## config.mk

```make
export PLATFORM = sky130hd
export DESIGN_NAME = mode_counter
export DESIGN_NICKNAME = d
export VERILOG_FILES = /design/src/rtl/counter_pkg.sv /design/src/rtl/mode_counter_next.sv /design/src/rtl/mode_counter.sv
export SDC_FILE = /design/constraint.sdc
export NUM_CORES = 1
export LEC_CHECK = 0
export CAP_MARGIN = 20
export CORE_MARGIN = 3
export CORE_UTILIZATION = 30
export CTS_BUF_LIST = sky130_fd_sc_hd__clkbuf_8 sky130_fd_sc_hd__clkbuf_16
export DETAILED_ROUTE_END_ITERATION = 8
export PLACE_DENSITY = 0.6
export SLEW_MARGIN = 20
export SYNTH_ARGS = -nofsm -noshare
export SYNTH_HDL_FRONTEND = slang
export SYNTH_SLANG_ARGS = --single-unit
```

## constraint.sdc

```tcl
create_clock -name clk -period 7.7 [get_ports clk]
set_input_delay 1.54 -clock clk [delete_from_list [all_inputs] [get_ports clk]]
set_output_delay 1.54 -clock clk [all_outputs]
set_load 0.05 [all_outputs]
```

## src/rtl/counter_pkg.sv

```systemverilog
// Shared encodings for the mode counter: FSM state values and count direction.
package counter_pkg;

  typedef enum logic [1:0] {
    IDLE = 2'b00,
    RUN  = 2'b01,
    DONE = 2'b10
  } state_t;

  localparam logic DIR_DOWN = 1'b0;
  localparam logic DIR_UP   = 1'b1;

endpackage

```

## src/rtl/mode_counter_next.sv

```systemverilog
// Next-count arithmetic at WIDTH+1 bits plus terminal detection for one step.
module mode_counter_next
  import counter_pkg::*;
#(
  parameter int WIDTH  = 8,
  parameter int STEP_W = 4
) (
  input  logic [WIDTH-1:0]  count,
  input  logic [STEP_W-1:0] step,
  input  logic [WIDTH-1:0]  limit,
  input  logic              up,
  output logic [WIDTH:0]    nxt,
  output logic              term
);

  logic [WIDTH:0] count_x;
  logic [WIDTH:0] step_x;
  logic [WIDTH:0] limit_x;

  assign count_x = {1'b0, count};
  assign step_x  = (WIDTH+1)'(step);
  assign limit_x = {1'b0, limit};

  // A zero step never terminates, even when count already sits above limit.
  always_comb begin
    nxt  = count_x;
    term = 1'b0;
    if (up == DIR_UP) begin
      nxt  = count_x + step_x;
      term = (step_x != '0) && (nxt > limit_x);
    end else begin
      nxt  = count_x - step_x;
      term = (count_x < step_x);
    end
  end

endmodule

```

## src/rtl/mode_counter.sv

```systemverilog
// Programmable up/down burst counter with auto-reload or one-shot terminal behaviour.
// state | meaning
// IDLE  | after reset, waiting for the first ld; count held
// RUN   | counting by step on each enabled cycle
// DONE  | one-shot terminal reached; count held, done sticky until ld
module mode_counter
  import counter_pkg::*;
#(
  parameter int WIDTH  = 8,
  parameter int STEP_W = 4
) (
  input  logic              clk,
  input  logic              rst,
  input  logic              ld,
  input  logic              en,
  input  logic              up,
  input  logic              oneshot,
  input  logic [WIDTH-1:0]  start_seq,
  input  logic [WIDTH-1:0]  limit,
  input  logic [STEP_W-1:0] step,
  output logic [WIDTH-1:0]  count,
  output logic              tc,
  output logic              busy,
  output logic              done
);

  state_t           state_q, state_d;
  logic [WIDTH-1:0] count_q, count_d;
  logic             tc_q, tc_d;
  logic [WIDTH:0]   nxt;
  logic             term;
  logic             term_any;

  mode_counter_next #(
    .WIDTH  (WIDTH),
    .STEP_W (STEP_W)
  ) u_next (
    .count (count_q),
    .step  (step),
    .limit (limit),
    .up    (up),
    .nxt   (nxt),
    .term  (term)
  );

  // A carry/borrow out of the count width can only happen on a terminal step.
  assign term_any = term | nxt[WIDTH];

  always_ff @(posedge clk or posedge rst) begin
    if (rst) begin
      state_q <= IDLE;
      count_q <= '0;
      tc_q    <= 1'b0;
    end else begin
      state_q <= state_d;
      count_q <= count_d;
      tc_q    <= tc_d;
    end
  end

  always_comb begin
    state_d = state_q;
    count_d = count_q;
    tc_d    = 1'b0;
    if (ld) begin
      state_d = RUN;
      count_d = start_seq;
    end else if (state_q == RUN && en) begin
      if (term_any) begin
        tc_d = 1'b1;
        if (!oneshot) begin
          count_d = start_seq;
        end else begin
          state_d = DONE;
          count_d = (up == DIR_UP) ? limit : '0;
        end
      end else begin
        count_d = nxt[WIDTH-1:0];
      end
    end
  end

  assign count = count_q;
  assign tc    = tc_q;
  assign busy  = (state_q == RUN);
  assign done  = (state_q == DONE);

endmodule

```

==> run metrics <==
run status finished clean; Largest stage delay, worst path 0.53 ns; final instance area 1940 um^2; Post-CTS Setup Inserts 0; overall power consumption 0.000496 W; NumNets Final 266; CTS root buf sky130_fd_sc_hd__clkbuf_8; full die area 5930 um^2; number of vias per cell after detailed routing 5.16; worst-case hold slack 0.524 ns; worst hold stages 1; startpoint of the most critical hold path state_q[0]; slowest CP cell sky130_fd_sc_hd__a2111oi_2; DRC viols 0; clock buffer count from CTS 3; global route overflow 0; maximum number of pins on one net before global-route repair 20; count of standard-cell rows 25; portion of the post-synthesis area used by sequential elements 0.182; Peak Freq 194 MHz; wire length of the first global-routing pass 7240 um; clock insertion delay at the later pin of the skew report 0.24 ns; post-synthesis to final-layout area growth 28.2%; Setup violations, final 0; kind of launch point of the worst setup path input pin; setup TNS 0 ns; Crit path required time 7.84 ns; Initial Util 0.316; measured slew at the worst slew-check pin 0.790 ns; top_reg_cell synth sky130_fd_sc_hd__dfrtp_1; Leak Pwr 0.824 nW; Power Dens Cells 256 nW/um^2; Crit Path Class input pin to register; cell accounting for the most synthesized area sky130_fd_sc_hd__dfrtp_1; start of the worst register-to-register path count[2]; clock skew 0.000939 ns; flop2flop setup slack 3.96 ns; count of cell types in the netlist 46; clock period minus final worst setup slack 5.15 ns; most area-consuming cells after synthesis sky130_fd_sc_hd__dfrtp_1, sky130_fd_sc_hd__ha_1, sky130_fd_sc_hd__a21oi_1; cell count after synthesis 195; Max H-tree Level 1; number of detailed-routing iterations run before antenna repair 4; maximum vdd ir drop 0.129 mV; total nets after synthesis 239; Final ANT Viol Nets 0; source of the critical timing path step[2]; area of combinational cells with multiple inputs 1090 um^2; MaxCap Viol Count 0; clock tree from TritonCTS built; register bit count reported by yosys 11; number of buffers on the longest clock path 2; Clock Pin Slew Worst Setup and Hold Paths 0.05 ns; RSZ-0062 raised after global routing no; count of warnings emitted by yosys 0; sequential cell area in the final layout 275 um^2; relative slew slack 0.468; Top cell by count, worst path sky130_fd_sc_hd__nand2_1; gpl congestion 0.863; Final Hold Vio Count 0; R2R cell count 13; data arrival at the endpoint of the critical path 5.29 ns; total of cells resized after clock tree synthesis 0; area of the core 4790 um^2; worst-path fanout max 9; fraction of post-synthesis cell area in the top cell type by area 0.182; Hold WC Path Type register to register; detail-routed net length per standard cell 14.4 um; Final Cycle Share 0.669; cells along the critical path clkdlybuf4s50_1 -> inv_1 -> ha_1 -> inv_1 -> a221o_1 -> a21o_1 -> nand2_1 -> xnor2_1 -> ha_1 -> a21oi_1 -> nand2_1 -> a2111oi_2 -> or4_1 -> nand2_1 -> o311ai_1; All-Layer GR Usage 0.148; via count of the first global-routing pass 1535; Worst Setup End Kind register; Via Count 1487; CTS sink count 11; number of antenna violations at the first check in global routing 0; mean post-synth cell area 7.75 um^2; number of max-slew violations in the final report 0; horizontal die dimension 77.0 um; number of synthesized flops with an enable pin 0; async set-reset flop share out of synthesis 1.00; DP Area 1890 um^2; fill cell count 504; ports placed on the boundary 37; placed wire-length estimate 3370 um; end-of-flow core utilization 0.405; 1st-iter DRT viols 104; Commonest cells post-synth sky130_fd_sc_hd__a21oi_1, sky130_fd_sc_hd__inv_1, sky130_fd_sc_hd__ha_1, sky130_fd_sc_hd__nand2_1, sky130_fd_sc_hd__nor2_1; hold-fix buffer count after cts 0; die extent in y 77.0 um; port buffer count 36; cell area after technology mapping 1510 um^2; Routed Wire Length 4150 um; fraction of layout instances using a drive strength above 1 0.0498; number of inserted diodes 0
[critical path: cells and delay by family]
kind	cells	cell delay, ns
adder cells (fa/ha/maj)	2	0.67
XOR/XNOR	1	0.11
buffers and inverters	3	0.66
AO/OA/AOI/OAI	5	1.62
AND/OR/NAND/NOR	4	0.67
[metal layers]
layer / track usage / vias to the layer above / part of all wire
li1: - / 758 / -
met1: 0.212 / 673 / 0.48
met2: 0.222 / 46 / 0.44
met3: 0.0340 / 10 / 0.052
met4: 0.0374 / 0 / 0.025
met5: 0 / - / 0
[flip-flops by register name (all words and copies together) (netlist names)]
register  cells
count         8
state_q       2
tc            1
[power by group]
group	leakage, nW	switching [W]	internal, W
combinational	0.664	0.000200	0.000137
clock	0.0269	0.0000237	0.0000352
sequential	0.134	0.0000284	0.0000714
[cell families after synthesis]
kind of cell	synth area share
buffers and inverters	0.0935
xor gates and xnor gates	0.0695
and+or+nand+nor	0.168
DFF	0.182
muxes	0.0132
AOI/OAI and AO/OA	0.315
adders and majority gates	0.159
[area by class of cell]
| type | count | area share |
|---|---|---|
| inverter | 21 | 0.0407 |
| sequential | 11 | 0.142 |
| clock buffer | 3 | 0.0213 |
| tap | 67 | 0.0433 |
| clock inverter | 1 | 0.00194 |
| timing repair buffer | 36 | 0.186 |
| multi-input combinational | 149 | 0.565 |
[worst paths after layout]
| path | to |
|---|---|
| min | state_q[0] |
| max | count[5] |
| max in group asynchronous | tc |
| min in group asynchronous | count[6] |
| max reg2reg | count[5] |
| min reg2reg | state_q[0] |
[cell usage in the layout (no fill, tap or decap), types with 3 or more instances in the layout]
cell type                         Yosys  routed
sky130_fd_sc_hd__a21oi_1             21      21
sky130_fd_sc_hd__o21ai_1              6       6
sky130_fd_sc_hd__nand3_1              6       6
sky130_fd_sc_hd__dfrtp_1             11      11
sky130_fd_sc_hd__clkbuf_8             0       3
sky130_fd_sc_hd__ha_1                16      16
sky130_fd_sc_hd__nand2b_1             3       3
sky130_fd_sc_hd__nor2_1              14      14
sky130_fd_sc_hd__xnor2_1              7       7
sky130_fd_sc_hd__xor2_1               5       5
sky130_fd_sc_hd__a22oi_1              8       8
sky130_fd_sc_hd__nand2_1             14      14
sky130_fd_sc_hd__clkdlybuf4s50_1      0      36
sky130_fd_sc_hd__inv_1               21      22
sky130_fd_sc_hd__o31ai_1              7       7
sky130_fd_sc_hd__nor4_1               3       3
sky130_fd_sc_hd__o22ai_1              3       3
[stage by stage]
| stage | setup slack, ns | instances |
|---|---|---|
| 2_1_floorplan | 3.04 | 195 |
| 3_3_place_gp | 2.38 | 284 |
| 3_5_place_dp | 2.27 | 284 |
| 4_1_cts | 2.52 | 288 |
| 5_1_grt | 2.12 | 288 |
| 6_report | 2.55 | 288 |
No activity file was read; power rests on OpenSTA's default activity.
